===== config.mk =====
export PLATFORM = sky130hd
export DESIGN_NAME = phase3_monitor
export DESIGN_NICKNAME = d
export VERILOG_FILES = /design/src/rtl/phase3_monitor.sv
export SDC_FILE = /design/constraint.sdc
export NUM_CORES = 1
export LEC_CHECK = 0
export BUFFER_PORTS_ARGS = -buffer_cell sky130_fd_sc_hd__buf_2
export CAP_MARGIN = 5
export CORE_ASPECT_RATIO = 0.6
export CORE_UTILIZATION = 48
export DETAILED_ROUTE_END_ITERATION = 12
export GPL_ROUTABILITY_DRIVEN = 1
export PLACE_DENSITY = 0.69
export SKIP_LAST_GASP = 1
export SLEW_MARGIN = 20
export SYNTH_ARGS = -nofsm -noshare
export SYNTH_HDL_FRONTEND = slang
export SYNTH_SLANG_ARGS = --single-unit

===== constraint.sdc =====
create_clock -name CLK_IN -period 2.6 [get_ports CLK_IN]
set_clock_uncertainty 0.15 [all_clocks]
set_input_delay 0.26 -clock CLK_IN [delete_from_list [all_inputs] [get_ports CLK_IN]]
set_output_delay 0.26 -clock CLK_IN [all_outputs]
set_load 0.02 [all_outputs]

===== src/rtl/phase3_monitor.sv =====
// phase3_monitor
// ---------------------------------------------------------------------------
// Checks the three-phase clock generator from downstream. PHI_IN is the
// one-cold phase vector; a healthy generator presents 011 -> 101 -> 110 ->
// 011 (rotate right), one step per CLK_IN edge. The monitor acquires lock
// after LOCK_COUNT consecutive good transitions. While locked it counts
// completed rotations. It latches the first sequence fault.
//
// Optional feature (compile-time macro PHASE3_MON_OVERLAP_EN):
//   Adds input CLK_PH_IN[3:1], the non-overlapping NOR-ring clocks. More than
//   one of these bits high on an edge is a bad sample with code 4.
//
// Parameters:
//   LOCK_COUNT  good transitions needed to lock (1..255)
//   CNT_W       width of ERR_CNT and CYCLE_CNT
//
// Ports:
//   CLK_IN     clock shared with the phase generator
//   RST        synchronous, active-high reset
//   EN         monitor enable; low returns the FSM to IDLE
//   CLR        single-cycle pulse; clears FAULT, ERR_CODE and ERR_CNT
//   PHI_IN     one-cold phase vector under test
//   CLK_PH_IN  non-overlap clocks (only with PHASE3_MON_OVERLAP_EN)
//   LOCKED     sequence verified and running
//   FAULT      sticky: a sequence error occurred while locked
//   ERR_CODE   first error since CLR: 0 none, 1 illegal, 2 stall,
//              3 wrong order, 4 overlap
//   ERR_CNT    saturating error count
//   CYCLE_CNT  completed rotations while locked (wraps)
//   state      FSM state: 0 IDLE, 1 ACQUIRE, 2 LOCKED, 3 FAULTED
//
// All outputs are registered and reflect the sample taken on the same edge.
// ---------------------------------------------------------------------------
module phase3_monitor #(
  parameter int LOCK_COUNT = 6,
  parameter int CNT_W      = 8
) (
  input  logic             CLK_IN,
  input  logic             RST,
  input  logic             EN,
  input  logic             CLR,
  input  logic [3:1]       PHI_IN,
`ifdef PHASE3_MON_OVERLAP_EN
  input  logic [3:1]       CLK_PH_IN,
`endif
  output logic             LOCKED,
  output logic             FAULT,
  output logic [2:0]       ERR_CODE,
  output logic [CNT_W-1:0] ERR_CNT,
  output logic [CNT_W-1:0] CYCLE_CNT,
  output logic [1:0]       state
);

  if (LOCK_COUNT < 1 || LOCK_COUNT > 255) begin : g_bad_lock_count
    $error("phase3_monitor: LOCK_COUNT must be in 1..255");
  end

  localparam logic [1:0] ST_IDLE    = 2'd0;
  localparam logic [1:0] ST_ACQUIRE = 2'd1;
  localparam logic [1:0] ST_LOCKED  = 2'd2;
  localparam logic [1:0] ST_FAULTED = 2'd3;

  localparam logic [7:0] LOCK_TGT = 8'(LOCK_COUNT);

  localparam logic [2:0] CODE_NONE    = 3'd0;
  localparam logic [2:0] CODE_ILLEGAL = 3'd1;
  localparam logic [2:0] CODE_STALL   = 3'd2;
  localparam logic [2:0] CODE_ORDER   = 3'd3;
  localparam logic [2:0] CODE_OVERLAP = 3'd4;

  logic [3:1] phi_q;
  logic       prev_v;
  logic [7:0] good_cnt;

  logic       legal;
  logic       overlap;
  logic [3:1] ror_q;
  logic [2:0] code;
  logic       bad;

  // Expected successor of the previous sample.
  assign ror_q = {phi_q[1], phi_q[3:2]};

`ifdef PHASE3_MON_OVERLAP_EN
  assign overlap = (CLK_PH_IN[3] & CLK_PH_IN[2]) |
                   (CLK_PH_IN[3] & CLK_PH_IN[1]) |
                   (CLK_PH_IN[2] & CLK_PH_IN[1]);
`else
  assign overlap = 1'b0;
`endif

  // The case items only match fully-known values, so an X on PHI_IN
  // falls into the default branch and classifies as illegal.
  always_comb begin
    legal = 1'b0;
    case (PHI_IN)
      3'b011, 3'b101, 3'b110: legal = 1'b1;
      default:                legal = 1'b0;
    endcase
  end

  // Classification in priority order.
  always_comb begin
    code = CODE_NONE;
    if (!legal)                 code = CODE_ILLEGAL;
    else if (overlap)           code = CODE_OVERLAP;
    else if (PHI_IN == phi_q)   code = CODE_STALL;
    else if (PHI_IN != ror_q)   code = CODE_ORDER;
  end

  // With no valid previous sample there is nothing to compare against.
  assign bad = prev_v && (code != CODE_NONE);

  always_ff @(posedge CLK_IN) begin
    if (RST) begin
      state     <= ST_IDLE;
      phi_q     <= 3'b111;
      prev_v    <= 1'b0;
      good_cnt  <= 8'd0;
      LOCKED    <= 1'b0;
      FAULT     <= 1'b0;
      ERR_CODE  <= CODE_NONE;
      ERR_CNT   <= '0;
      CYCLE_CNT <= '0;
    end else if (!EN) begin
      // Disabled: drop lock and sample history, keep the fault record.
      state    <= ST_IDLE;
      prev_v   <= 1'b0;
      good_cnt <= 8'd0;
      LOCKED   <= 1'b0;
      if (CLR) begin
        FAULT    <= 1'b0;
        ERR_CODE <= CODE_NONE;
        ERR_CNT  <= '0;
      end
    end else begin
      phi_q  <= PHI_IN;
      prev_v <= 1'b1;

      // Clearing happens first; the LOCKED branch only records a new
      // error when CLR is low, so CLR wins over a same-cycle error.
      if (CLR) begin
        FAULT    <= 1'b0;
        ERR_CODE <= CODE_NONE;
        ERR_CNT  <= '0;
      end

      case (state)
        ST_IDLE: begin
          state    <= ST_ACQUIRE;
          good_cnt <= 8'd0;
        end

        ST_ACQUIRE: begin
          // Acquisition errors are expected and are not recorded.
          if (bad) begin
            good_cnt <= 8'd0;
          end else begin
            good_cnt <= good_cnt + 8'd1;
            if (good_cnt == LOCK_TGT - 8'd1) begin
              state  <= ST_LOCKED;
              LOCKED <= 1'b1;
            end
          end
        end

        ST_LOCKED: begin
          if (bad) begin
            good_cnt <= 8'd0;
            if (!CLR) begin
              state  <= ST_FAULTED;
              LOCKED <= 1'b0;
              FAULT  <= 1'b1;
              if (ERR_CNT != '1) ERR_CNT <= ERR_CNT + 1'b1;
              if (ERR_CODE == CODE_NONE) ERR_CODE <= code;
            end
          end else if (PHI_IN == 3'b011) begin
            CYCLE_CNT <= CYCLE_CNT + 1'b1;
          end
        end

        ST_FAULTED: begin
          // Outputs hold; only CLR leaves this state.
          if (CLR) begin
            state    <= ST_ACQUIRE;
            good_cnt <= 8'd0;
          end
        end

        default: begin
          state    <= ST_IDLE;
          good_cnt <= 8'd0;
        end
      endcase
    end
  end

endmodule


; ---- Word level (Yosys, flattened, before mapping)
; Index checks and enable logic that the tools add are counted.
[totals]
reg_bits = 35
in_bits = 7
[op_classes]
n_addsub = 3
n_eq_ne = 15
mux = 37
n_bitwise = 2
reduce_logical = 11
[ops]
columns = operator, n
row1 = two-way mux 8 bit, 9
row2 = case mux 8 bit (4 select lines), 1
row3 = "adder 8 x 1 -> 8 bit, second input constant", 3
row4 = two-way mux 3 bit, 6
row5 = two-way mux 2 bit, 8
row6 = two-way mux 1 bit, 11
row7 = "inequality test 2 bit, second input constant", 5
row8 = AND reduction 5 bit, 2
row9 = "== test 8 x 3 -> 1 bit, second input constant", 1
row10 = "inequality test 8 bit, second input constant", 1
row11 = case mux 2 bit (4 select lines), 1
row12 = "== test 3 bit, second input constant", 2
row13 = "== test 2 bit, second input constant", 2
row14 = AND reduction 4 bit, 1
row15 = "== test 3 x 2 -> 1 bit, second input constant", 1
row16 = == test 3 bit, 1
row17 = zero test 3 bit, 1
row18 = inequality test 3 bit, 1
row19 = nonzero test 3 bit, 1
row20 = OR reduction 3 bit, 1
row21 = "== test 2 x 1 -> 1 bit, second input constant", 1
row22 = zero test 2 bit, 1
row23 = NOT 1 bit, 2
row24 = case mux 1 bit (2 select lines), 1
row25 = 4 further kinds, 4

; ---- Logic depth before layout (Yosys ltp)
; Gate-level depths: netlist of the first run.
[logic_depth]
word_depth = 9
ltp_mapped = 9
ltp_nobuf = 7

; ---- Worst setup path before layout of the first run
; No wires, ideal clock.
[synth_timing]
kind = reg2reg
start = register state[1]
end = register CYCLE_CNT[1]
arrival_time_ns = 1.926
required_time_ns = 2.322
setup_slack_ns = 0.396
path_stages_with_launch = 9
path_buffers = 2
path_cell_list = dfxtp_1 -> ha_1 -> clkbuf_1 -> nand2_1 -> or3_1 -> clkbuf_1 -> a21oi_1 -> mux2i_1 -> nor2_1
[synth_between]
elab_chain_len = 2
[synth_lines]
columns = element, line_no
row1 = "start, declared", 51  ; output logic [1:0] state
row2 = "start signal, assigned", 116  ; state <= ST_IDLE;
row3 = "start signal, assigned", 127  ; state <= ST_IDLE;
row4 = "start signal, assigned", 150  ; state <= ST_ACQUIRE;
row5 = == test 2 bit, 148  ; case (state)
row6 = AND reduction 4 bit (no source line), --
row7 = "end signal, assigned", 178  ; CYCLE_CNT <= CYCLE_CNT + 1'b1;
row8 = "end, declared", 50  ; output logic [CNT_W-1:0] CYCLE_CNT,
; Every way passes these cells.
; A chain may end at the register's enable or synchronous reset.

; ---- Worst setup path in the final report of the first run
[layout_timing]
start = register state[0]
end = register ERR_CNT[5]
[layout_between]
elab_chain_len = 3
[layout_lines]
columns = element, line_no
row1 = == test 2 bit, 148
row2 = two-way mux 8 bit, 148
row3 = two-way mux 8 bit, 125  ; end else if (!EN) begin
row4 = "end signal, assigned", 174  ; if (ERR_CNT != '1) ERR_CNT <= ERR_CNT + 1'b1;
row5 = "end, declared", 49  ; output logic [CNT_W-1:0] ERR_CNT,
; Every way passes these cells.

==> metrics.txt, run 1 <==
TritonCTS Buffers=5; clk buf depth=2; distinct cell type count after synthesis=45; Post-Place Setup Slack=roughly 0.30 ns; Slew @ Worst Pin=approximately 0.52 ns; FF-to-FF Start=state[0]$_SDFFE_PP0P_; crit path launch=state[0]$_SDFFE_PP0P_; crit path max fanout=13; 1st-iter DRT viols=~100; worst r2r dst=ERR_CNT[5]$_SDFF_PP0_; # clock sinks=35; Max Cap Viol=0; sequential share of power=0.489; fin crit share=0.891; largest net degree at the start of global routing=16; postcts setup bufs=0; number of gates resized after cts=0; Avg Inst Size Synth=roughly 8.4 µm²; WL per Instance=between 10 and 15 µm; Clock transition at path regs=roughly 0.080 ns; CP Data Arrival Time=2.39 ns; sequential fraction of the synthesis area=0.370; # diodes=0; Final setup violation count=0; Root Buffer=clkbuf_8; H-tree level count=2; Buffers on Ports=29; Leakage=between 0.8 and 0.9 nW; Post-synth EDFFs=0; Global Route Usage Sum=0.207; Combinational Power Share=0.077; Die Ht=~51 µm; Hold Path Origin=RST; Hold Fails Final Rpt=0; area grow syn2layout=14.9%; final WL=4070 µm; most common cell after layout, fill and taps aside=dfxtp_1; Final ANT Viol Nets=0; Routability Congestion=roughly 0.94; CTS tree=yes; first-pass GRT wire length=between 6000 and 7000 µm; syn_nets=240; Clock power frac=0.434; ratio of cells with drive above 1 in the final layout=0.170; synthesized instance count=225; commonest non-fill, non-tap cells in the layout=35 x dfxtp_1, 29 x buf_2, 18 x nor2_1, 16 x nand2_1, 14 x nand3_1; Initial Util=0.509; Finished Core Util=0.585; # IOs=30; initial antenna violation count=0; drt pass-1 iters=4; chip width=83.1 µm; Hold EP=CYCLE_CNT[4]$_SDFFE_PP0P_; core box area=about 3700 µm²; Pint=approximately 860 µW; vias per cell=approximately 5.6; unrepaired setup endpoints after global routing=no; setup TNS=0 ns; Max Slew Vio Count=0; Vias=1670; worst min path class=in -> reg; die area=about 4200 µm²; Final nets=267; CP Capture Type=flop; IR drop worst, VDD=0.350 mV; Net Sw Frac=0.242; Yosys warning total=0; site row count=17; ys async rst share=0; mapped cell area=between 1500 and 2000 µm²; DP HPWL=2960 µm; status=finished, final reports clean; FMAX=about 430 MHz; worst skew pair latency=0.29 ns; Worst Reg-to-Reg Cells=7; ys flop type=dfxtp_1; Worst Path Required=2.67 ns; CP Launch Type=flop; pwr dens=roughly 520 nW/µm²; grt total ovfl=0; # DRC=0; # hold bufs at CTS=0; Yosys reg bits=35; hold path depth=2; Slew Limit Headroom=0.647; P_sw=275 µW; vias in the first global route=1408; Final WS setup=0.283 ns; FF-to-FF setup slack=roughly 0.28 ns; Final Critical Period=roughly 2.3 ns; crit path kind=reg -> reg
[worst max-delay path by stage]
stage / to / slack (ns)
floorplan: CYCLE_CNT[1]$_SDFFE_PP0P_ / 0.40
global placement: good_cnt[6]$_SDFFE_PP0P_ / 0.34
detailed placement: ERR_CNT[5]$_SDFF_PP0_ / 0.30
CTS: ERR_CNT[5]$_SDFF_PP0_ / 0.28
global route: ERR_CNT[5]$_SDFF_PP0_ / 0.05
finish: ERR_CNT[5]$_SDFF_PP0_ / 0.28
[state kept, by name, indices dropped and copies added, names as in the netlist]
name       count
CYCLE_CNT      8
ERR_CNT        8
good_cnt       8
ERR_CODE       3
phi_q          3
state          2
FAULT          1
LOCKED         1
prev_v         1
[cells by family after synthesis]
group / Yosys count / synth area share
and+or+nand+nor: 90 / 0.263
AOI/OAI and AO/OA: 54 / 0.190
DFF: 35 / 0.370
buffers and inverters: 22 / 0.0475
xor gates and xnor gates: 12 / 0.0554
adders and majority gates: 8 / 0.0528
muxes: 4 / 0.0211
[final cells by class]
cell class | count | area, µm²
sequential | 35 | 701
timing repair buffer | 31 | 160
fill | 331 | 1540
clock buffer | 5 | 68.8
multi-input combinational | 168 | 1100
inverter | 11 | 41.3
tap | 47 | 58.8
clock inverter | 3 | 43.8
[per-layer routing]
| metal | routed length [µm] | up-vias | global-route usage |
|---|---|---|---|
| met5 | 0 | - | 0 |
| met4 | 20 | 0 | 0.0776 |
| met3 | 200 | 2 | 0.0592 |
| met2 | 1540 | 43 | 0.264 |
| met1 | 2310 | 741 | 0.316 |
| li1 | - | 884 | - |
[per-stage QoR]
stage,total power [mW],hold WS [ns],cells,cell area (µm²)
CTS,1.15,0.146,300,2180
finish,1.14,0.156,300,2180
floorplan,0.631,0.240,225,1900
global placement,0.654,0.293,292,2070
global route,1.19,0.146,300,2180
detailed placement,0.655,0.302,292,2070
[power groups by stage]
stage / clock [mW] / sequential, mW / combinational, mW
6_report: 0.494 / 0.556 / 0.0871
5_1_grt: 0.539 / 0.558 / 0.0972
4_1_cts: 0.506 / 0.556 / 0.0867
3_5_place_dp: 0 / 0.569 / 0.0860
3_3_place_gp: 0 / 0.569 / 0.0858
2_1_floorplan: 0 / 0.567 / 0.0631
[critical path, stage by stage, from the launching register on]
cell and delay, ns:
dfxtp_1 0.36, inv_1 0.07, ha_1 0.30, nand3_1 0.11, a31oi_1 0.21, nand3_1 0.34
or4_1 0.57, a21oi_1 0.15
[cells in the mapped netlist (4+ instances only)]
library cell | count | area (µm²)
a31oi_1 | 6 | 37.5
ha_1 | 8 | 100
xor2_1 | 5 | 43.8
o211ai_1 | 4 | 30.0
o21ai_0 | 11 | 55.1
inv_1 | 11 | 41.3
nand3_1 | 14 | 70.1
a211oi_1 | 6 | 45.0
nor2_1 | 18 | 67.6
mux2i_1 | 4 | 40.0
xnor2_1 | 7 | 61.3
a21oi_1 | 12 | 60.1
or3_1 | 9 | 56.3
dfxtp_1 | 35 | 701
nand2_1 | 16 | 60.1
clkbuf_1 | 8 | 30.0
nand4_1 | 5 | 31.3
nor4bb_1 | 4 | 40.0
Note: power is estimated with default switching activity, not from simulation.
==> inputs of run 2 (changes only) <==
--- a/config.mk
+++ b/config.mk
@@ -7,11 +7,13 @@
 export LEC_CHECK = 0
 export BUFFER_PORTS_ARGS = -buffer_cell sky130_fd_sc_hd__buf_2
 export CAP_MARGIN = 5
+export CELL_PAD_IN_SITES_DETAIL_PLACEMENT = 1
+export CELL_PAD_IN_SITES_GLOBAL_PLACEMENT = 2
 export CORE_ASPECT_RATIO = 0.6
-export CORE_UTILIZATION = 48
+export CORE_UTILIZATION = 33
 export DETAILED_ROUTE_END_ITERATION = 12
 export GPL_ROUTABILITY_DRIVEN = 1
-export PLACE_DENSITY = 0.69
+export PLACE_DENSITY_LB_ADDON = 0.1
 export SKIP_LAST_GASP = 1
 export SLEW_MARGIN = 20
 export SYNTH_ARGS = -nofsm -noshare
==> run 2 against run 1 <==
Setup slack better by 0.013 ns. Via count grew 6.0%. Total power is 7.8% lower. Critical path depth is the same. Clock power fell by 20%. Cell count is 11% higher. Sequential power hardly changed. Flip-flop and latch count is the same. Global-route usage decreased by 3.0 points. Routed wire length increased by 21%. Sequential share of layout area shrank 0.54 points. Critical endpoint unchanged. Register-to-register slack about the same.
==> metrics.txt, run 2 (synthesis gave the netlist of run 1 again) <==
initial antenna violation count=0 (unchanged); Final nets=270 (+1.1%); site row count=20 (+3); CP Data Arrival Time=2.38 ns (about the same); Finished Core Util=0.420 (-0.166); Initial Util=0.359 (-0.150); Buffers on Ports=29 (unchanged); Leakage=0.841 nW (about the same); CTS tree=yes; worst min path class=in -> reg; die area=6060 µm² (+44%); Routability Congestion=0.716 (-24%); Worst Path Required=2.67 ns (about the same); Hold Fails Final Rpt=0 (unchanged); unrepaired setup endpoints after global routing=no; # diodes=0 (unchanged); crit path launch=state[0]$_SDFFE_PP0P_; CP Launch Type=flop; hold path depth=3 (+1); Slew @ Worst Pin=0.414 ns (-0.108 ns); Max Cap Viol=0 (unchanged); FF-to-FF Start=state[0]$_SDFFE_PP0P_; CP Capture Type=flop; Die Ht=60.7 µm (+20%); vias in the first global route=1667 (+18%); Final setup violation count=0 (unchanged); Final WS setup=0.296 ns (+0.0128 ns); grt total ovfl=0 (unchanged); H-tree level count=2 (unchanged); dpl cells=325 (+11%); first-pass GRT wire length=8250 µm (+19%); most common cell after layout, fill and taps aside=dfxtp_1; # hold bufs at CTS=0 (unchanged); pwr dens=473 nW/µm² (-9.4%); worst skew pair latency=0.28 ns (about the same); commonest non-fill, non-tap cells in the layout=35 x dfxtp_1, 29 x buf_2, 18 x nor2_1, 16 x nand2_1, 13 x nand3_1; Max Slew Vio Count=0 (unchanged); # clock sinks=35 (unchanged); Post-Place Setup Slack=0.195 ns (-0.104 ns); area grow syn2layout=16.9%; IR drop worst, VDD=0.192 mV (-45%); FMAX=434 MHz (+0.55%); Clock transition at path regs=0.08 ns (about the same); top flop regs=CYCLE_CNT x8, ERR_CNT x8, good_cnt x8; WL per Instance=14.8 µm (+9.0%); sequential share of power=0.529 (+0.040); Global Route Usage Sum=0.176 (-0.0303); Final ANT Viol Nets=0 (unchanged); # IOs=30 (unchanged); crit path kind=reg -> reg; fill cell total of the finished layout=653 (+97%); Clock power frac=0.378 (-0.056); P_sw=281 µW (+2.2%); largest net degree at the start of global routing=15 (-1); Vias=1771 (+6.0%); status=finished, final reports clean; setup TNS=0 ns (unchanged); TritonCTS Buffers=5 (unchanged); Combinational Power Share=0.093 (+0.016); Root Buffer=clkbuf_8; Slew Limit Headroom=0.723 (+0.0759); Layout Cells excl Fill=333 (+11%); drt pass-1 iters=4 (unchanged); Final Critical Period=2.30 ns (-0.0128 ns); crit path max fanout=13 (unchanged); chip width=99.8 µm (+20%); Hold Path Origin=PHI_IN[2]; ratio of cells with drive above 1 in the final layout=0.180 (+0.00973); Tot Pwr=1.05 mW (-7.8%); core box area=5280 µm² (+42%); DP HPWL=3710 µm (+25%); Worst Reg-to-Reg Cells=7 (unchanged); Net Sw Frac=0.268 (+0.0264); final WL=4930 µm (+21%); 1st-iter DRT viols=58 (-44%); Pint=767 µW (-11%); vias per cell=5.32 (-4.5%); clk buf depth=2 (unchanged); # DRC=0 (unchanged); fin crit share=0.886 (-0.00491)
==> run 2: cell count changes in the layout (fill, tap and decap cells not counted) <==
cell / before / now
nand3_2: 1 / 2
nand3_1: 14 / 13
clkinv_4: 1 / 0
buf_4: 2 / 5
bufinv_16: 1 / 0
clkbuf_1: 0 / 1
clkinvlp_4: 0 / 1
==> run 2: area by class of cell <==
cell class                      count  area (µm²)  area share
Clock buffer                        6        72.6      0.0327
Clock inverter                      2        12.5     0.00565
Multi-Input combinational cell    168        1110       0.501
Inverter                           11        41.3      0.0186
Timing Repair Buffer               34         183      0.0824
Sequential cell                    35         701       0.316
Tap cell                           77        96.3      0.0435
==> run 2: power by group through the flow <==
stage | Sequential, mW | Combinational (mW) | Clock, mW
6_report | 0.554 | 0.0973 | 0.397
2_1_floorplan | 0.567 | 0.0631 | 0
4_1_cts | 0.554 | 0.0971 | 0.414
3_5_place_dp | 0.567 | 0.0965 | 0
3_3_place_gp | 0.566 | 0.0951 | 0
5_1_grt | 0.556 | 0.108 | 0.440
==> run 2: per-stage QoR <==
step | hold WS [ns] | area (µm²)
after CTS | 0.153 | 2210
after detailed placement | 0.300 | 2130
after global placement | 0.292 | 2130
after global routing | 0.164 | 2220
after floorplan | 0.240 | 1900
final | 0.161 | 2220
==> run 2: path summary, 6_finish.rpt <==
path	slack, ns	to
hold reg to reg	0.31	FAULT$_SDFF_PP0_
setup reg to reg	0.30	ERR_CNT[5]$_SDFF_PP0_
hold / removal	0.16	phi_q[2]$_SDFFE_PP1P_
setup / recovery	0.30	ERR_CNT[5]$_SDFF_PP0_
==> run 2: worst max-delay path, cell delays in order (launching register included) <==
cell     delay, ns
dfxtp_1       0.37
inv_1         0.08
ha_1          0.29
nand3_1       0.11
a31oi_1       0.28
nand3_2       0.28
or4_1         0.54
a21oi_1       0.15
==> run 2: routing by layer <==
metal,track usage,wire [µm]
met5,0,0
met4,0.0378,12
met3,0.0461,193
met2,0.262,1930
met1,0.257,2790
==> run 2: what timing repair did <==
item	CTS	global route
setup endpoints to repair	0	1
buffers inserted	0	0
resized for setup	0	1
==> inputs of run 3 (changes only) <==
--- a/config.mk
+++ b/config.mk
@@ -11,6 +11,7 @@
 export CELL_PAD_IN_SITES_GLOBAL_PLACEMENT = 2
 export CORE_ASPECT_RATIO = 0.6
 export CORE_UTILIZATION = 33
+export CTS_BUF_LIST = sky130_fd_sc_hd__clkbuf_16
 export DETAILED_ROUTE_END_ITERATION = 12
 export GPL_ROUTABILITY_DRIVEN = 1
 export PLACE_DENSITY_LB_ADDON = 0.1
==> run 3 against run 2 <==
Global-route usage grew 0.36 points. First-iteration DRC count grew 1.7%. Clock-buffer cell count shrank 1. Register-to-register slack is essentially flat. Sequential power is essentially flat. Total power grew 18%. Hold slack gained 0.0064 ns. Combinational power grew 0.7%. Flip-flop and latch count is the same. Via count grew 0.56%. Setup slack lost 0.0048 ns.
==> metrics.txt, run 3 (synthesis gave the netlist of run 1 again) <==
crit path kind=reg -> reg; Final nets=270 (unchanged); CP Data Arrival Time=2.37 ns (about the same); top flop regs=CYCLE_CNT x8, ERR_CNT x8, good_cnt x8; Worst Reg-to-Reg Cells=7 (unchanged); site row count=20 (unchanged); Worst Setup EP=ERR_CNT[5]$_SDFF_PP0_; vias per cell=5.35 (+0.56%); postcts setup bufs=0 (unchanged); Clock transition at path regs=0.06 ns (-0.02 ns); CP Launch Type=flop; FMAX=433 MHz (-0.21%); FF-to-FF setup slack=0.29 ns (about the same); Final ANT Viol Nets=0 (unchanged); area grow syn2layout=19.9%; Reg area=701 µm² (unchanged); # hold bufs at CTS=0 (unchanged); pwr dens=545 nW/µm² (+15%); FF-to-FF Start=state[0]$_SDFFE_PP0P_; H-tree level count=2 (unchanged); core box area=5280 µm² (unchanged); grt total ovfl=0 (unchanged); Die Ht=60.7 µm (unchanged); Max Cap Viol=0 (unchanged); placed cell area=2130 µm² (unchanged); # DRC=0 (unchanged); Global Route Usage Sum=0.180 (+0.00357); 1st-iter DRT viols=59 (+1.7%); chip width=99.8 µm (unchanged); unrepaired setup endpoints after global routing=no; area of the multi-input gates=1110 µm² (unchanged); Buffers on Ports=29 (unchanged); worst skew pair latency=0.28 ns (about the same); Routability Congestion=0.716 (unchanged); final WL=5020 µm (+2.0%); Root Buffer=clkbuf_16; Slew Limit Headroom=0.718 (-0.00479); Final setup violation count=0 (unchanged); clk buf depth=2 (unchanged); design area=2270 µm² (+2.5%); # IOs=30 (unchanged); worst min path class=in -> reg; CP Capture Type=flop; fill cell total of the finished layout=647 (-0.92%); most common cell after layout, fill and taps aside=dfxtp_1; DP HPWL=3710 µm (unchanged); IR drop worst, VDD=0.289 mV (+51%); Vias=1781 (+0.56%); crit path launch=state[0]$_SDFFE_PP0P_; Finished Core Util=0.430 (+0.0107); die area=6060 µm² (unchanged); worst r2r dst=ERR_CNT[5]$_SDFF_PP0_; first-pass GRT wire length=8260 µm (+0.17%); CTS tree=yes; WL per Instance=15.1 µm (+2.0%); Leakage=0.871 nW (+3.5%); vias in the first global route=1651 (-0.96%); crit path max fanout=13 (unchanged); largest net degree at the start of global routing=15 (unchanged); ratio of cells with drive above 1 in the final layout=0.180 (unchanged); Final Critical Period=2.31 ns (+0.00476 ns); fin crit share=0.888 (+0.00183); Hold Fails Final Rpt=0 (unchanged); Slew @ Worst Pin=0.421 ns (+0.00717 ns); Worst Path Required=2.66 ns (about the same); setup TNS=0 ns (unchanged); status=finished, final reports clean; drt pass-1 iters=4 (unchanged); # clock sinks=35 (unchanged); number of gates resized after cts=0 (unchanged); Tot Pwr=1.24 mW (+18%); Initial Util=0.359 (unchanged); TritonCTS Buffers=5 (unchanged); initial antenna violation count=0 (unchanged); commonest non-fill, non-tap cells in the layout=35 x dfxtp_1, 29 x buf_2, 18 x nor2_1, 16 x nand2_1, 13 x nand3_1; # diodes=0 (unchanged); Max Slew Vio Count=0 (unchanged)
## run 3: changes by cell type in the layout (fill, tap and decap cells not counted)
| cell | before | now |
|---|---|---|
| clkbuf_1 | 1 | 0 |
| clkbuf_16 | 0 | 5 |
| clkbuf_8 | 5 | 0 |
| inv_1 | 11 | 12 |
## run 3: worst max-delay path: stages (launching register included)
cell     delay [ns]
dfxtp_1        0.36
inv_1          0.08
ha_1           0.30
nand3_1        0.11
a31oi_1        0.28
nand3_2        0.28
or4_1          0.53
a21oi_1        0.15
## run 3: area by class of cell
cell class / instances / area share
Inverter: 11 / 0.0182
Sequential cell: 35 / 0.308
Timing Repair Buffer: 34 / 0.0804
Clock inverter: 3 / 0.00716
Tap cell: 77 / 0.0424
Multi-Input combinational cell: 168 / 0.488
Clock buffer: 5 / 0.0551
## run 3: where the power goes
group / internal, mW / switching (mW) / total (mW)
sequential: 0.544 / 0.0115 / 0.555
combinational: 0.0368 / 0.0611 / 0.0980
clock: 0.350 / 0.235 / 0.584
## run 3: how the worst min path moves through the flow
stage,start,end,slack [ns],cells past startpoint
4_1_cts,EN,phi_q[2]$_SDFFE_PP1P_,0.16,2
5_1_grt,PHI_IN[2],phi_q[2]$_SDFFE_PP1P_,0.18,3
3_5_place_dp,FAULT$_SDFF_PP0_,FAULT$_SDFF_PP0_,0.30,1
2_1_floorplan,PHI_IN[2],phi_q[2]$_SDFFE_PP1P_,0.24,2
6_report,PHI_IN[2],phi_q[2]$_SDFFE_PP1P_,0.17,3
3_3_place_gp,FAULT$_SDFF_PP0_,FAULT$_SDFF_PP0_,0.29,1
## run 3: metal layers
| layer | global-route usage | vias to the layer above | wire, µm |
|---|---|---|---|
| met4 | 0.0693 | 0 | 54 |
| met3 | 0.0461 | 5 | 201 |
| met5 | 0 | - | 0 |
| met2 | 0.261 | 34 | 1930 |
| li1 | - | 892 | - |
| met1 | 0.257 | 850 | 2840 |
## run 3: through the flow
stage | setup slack [ns] | hold WS (ns) | cells
finish | 0.291 | 0.167 | 333
global route | 0.0288 | 0.185 | 333
CTS | 0.180 | 0.163 | 333
detailed placement | 0.195 | 0.300 | 325
global placement | 0.287 | 0.292 | 325
floorplan | 0.396 | 0.240 | 225
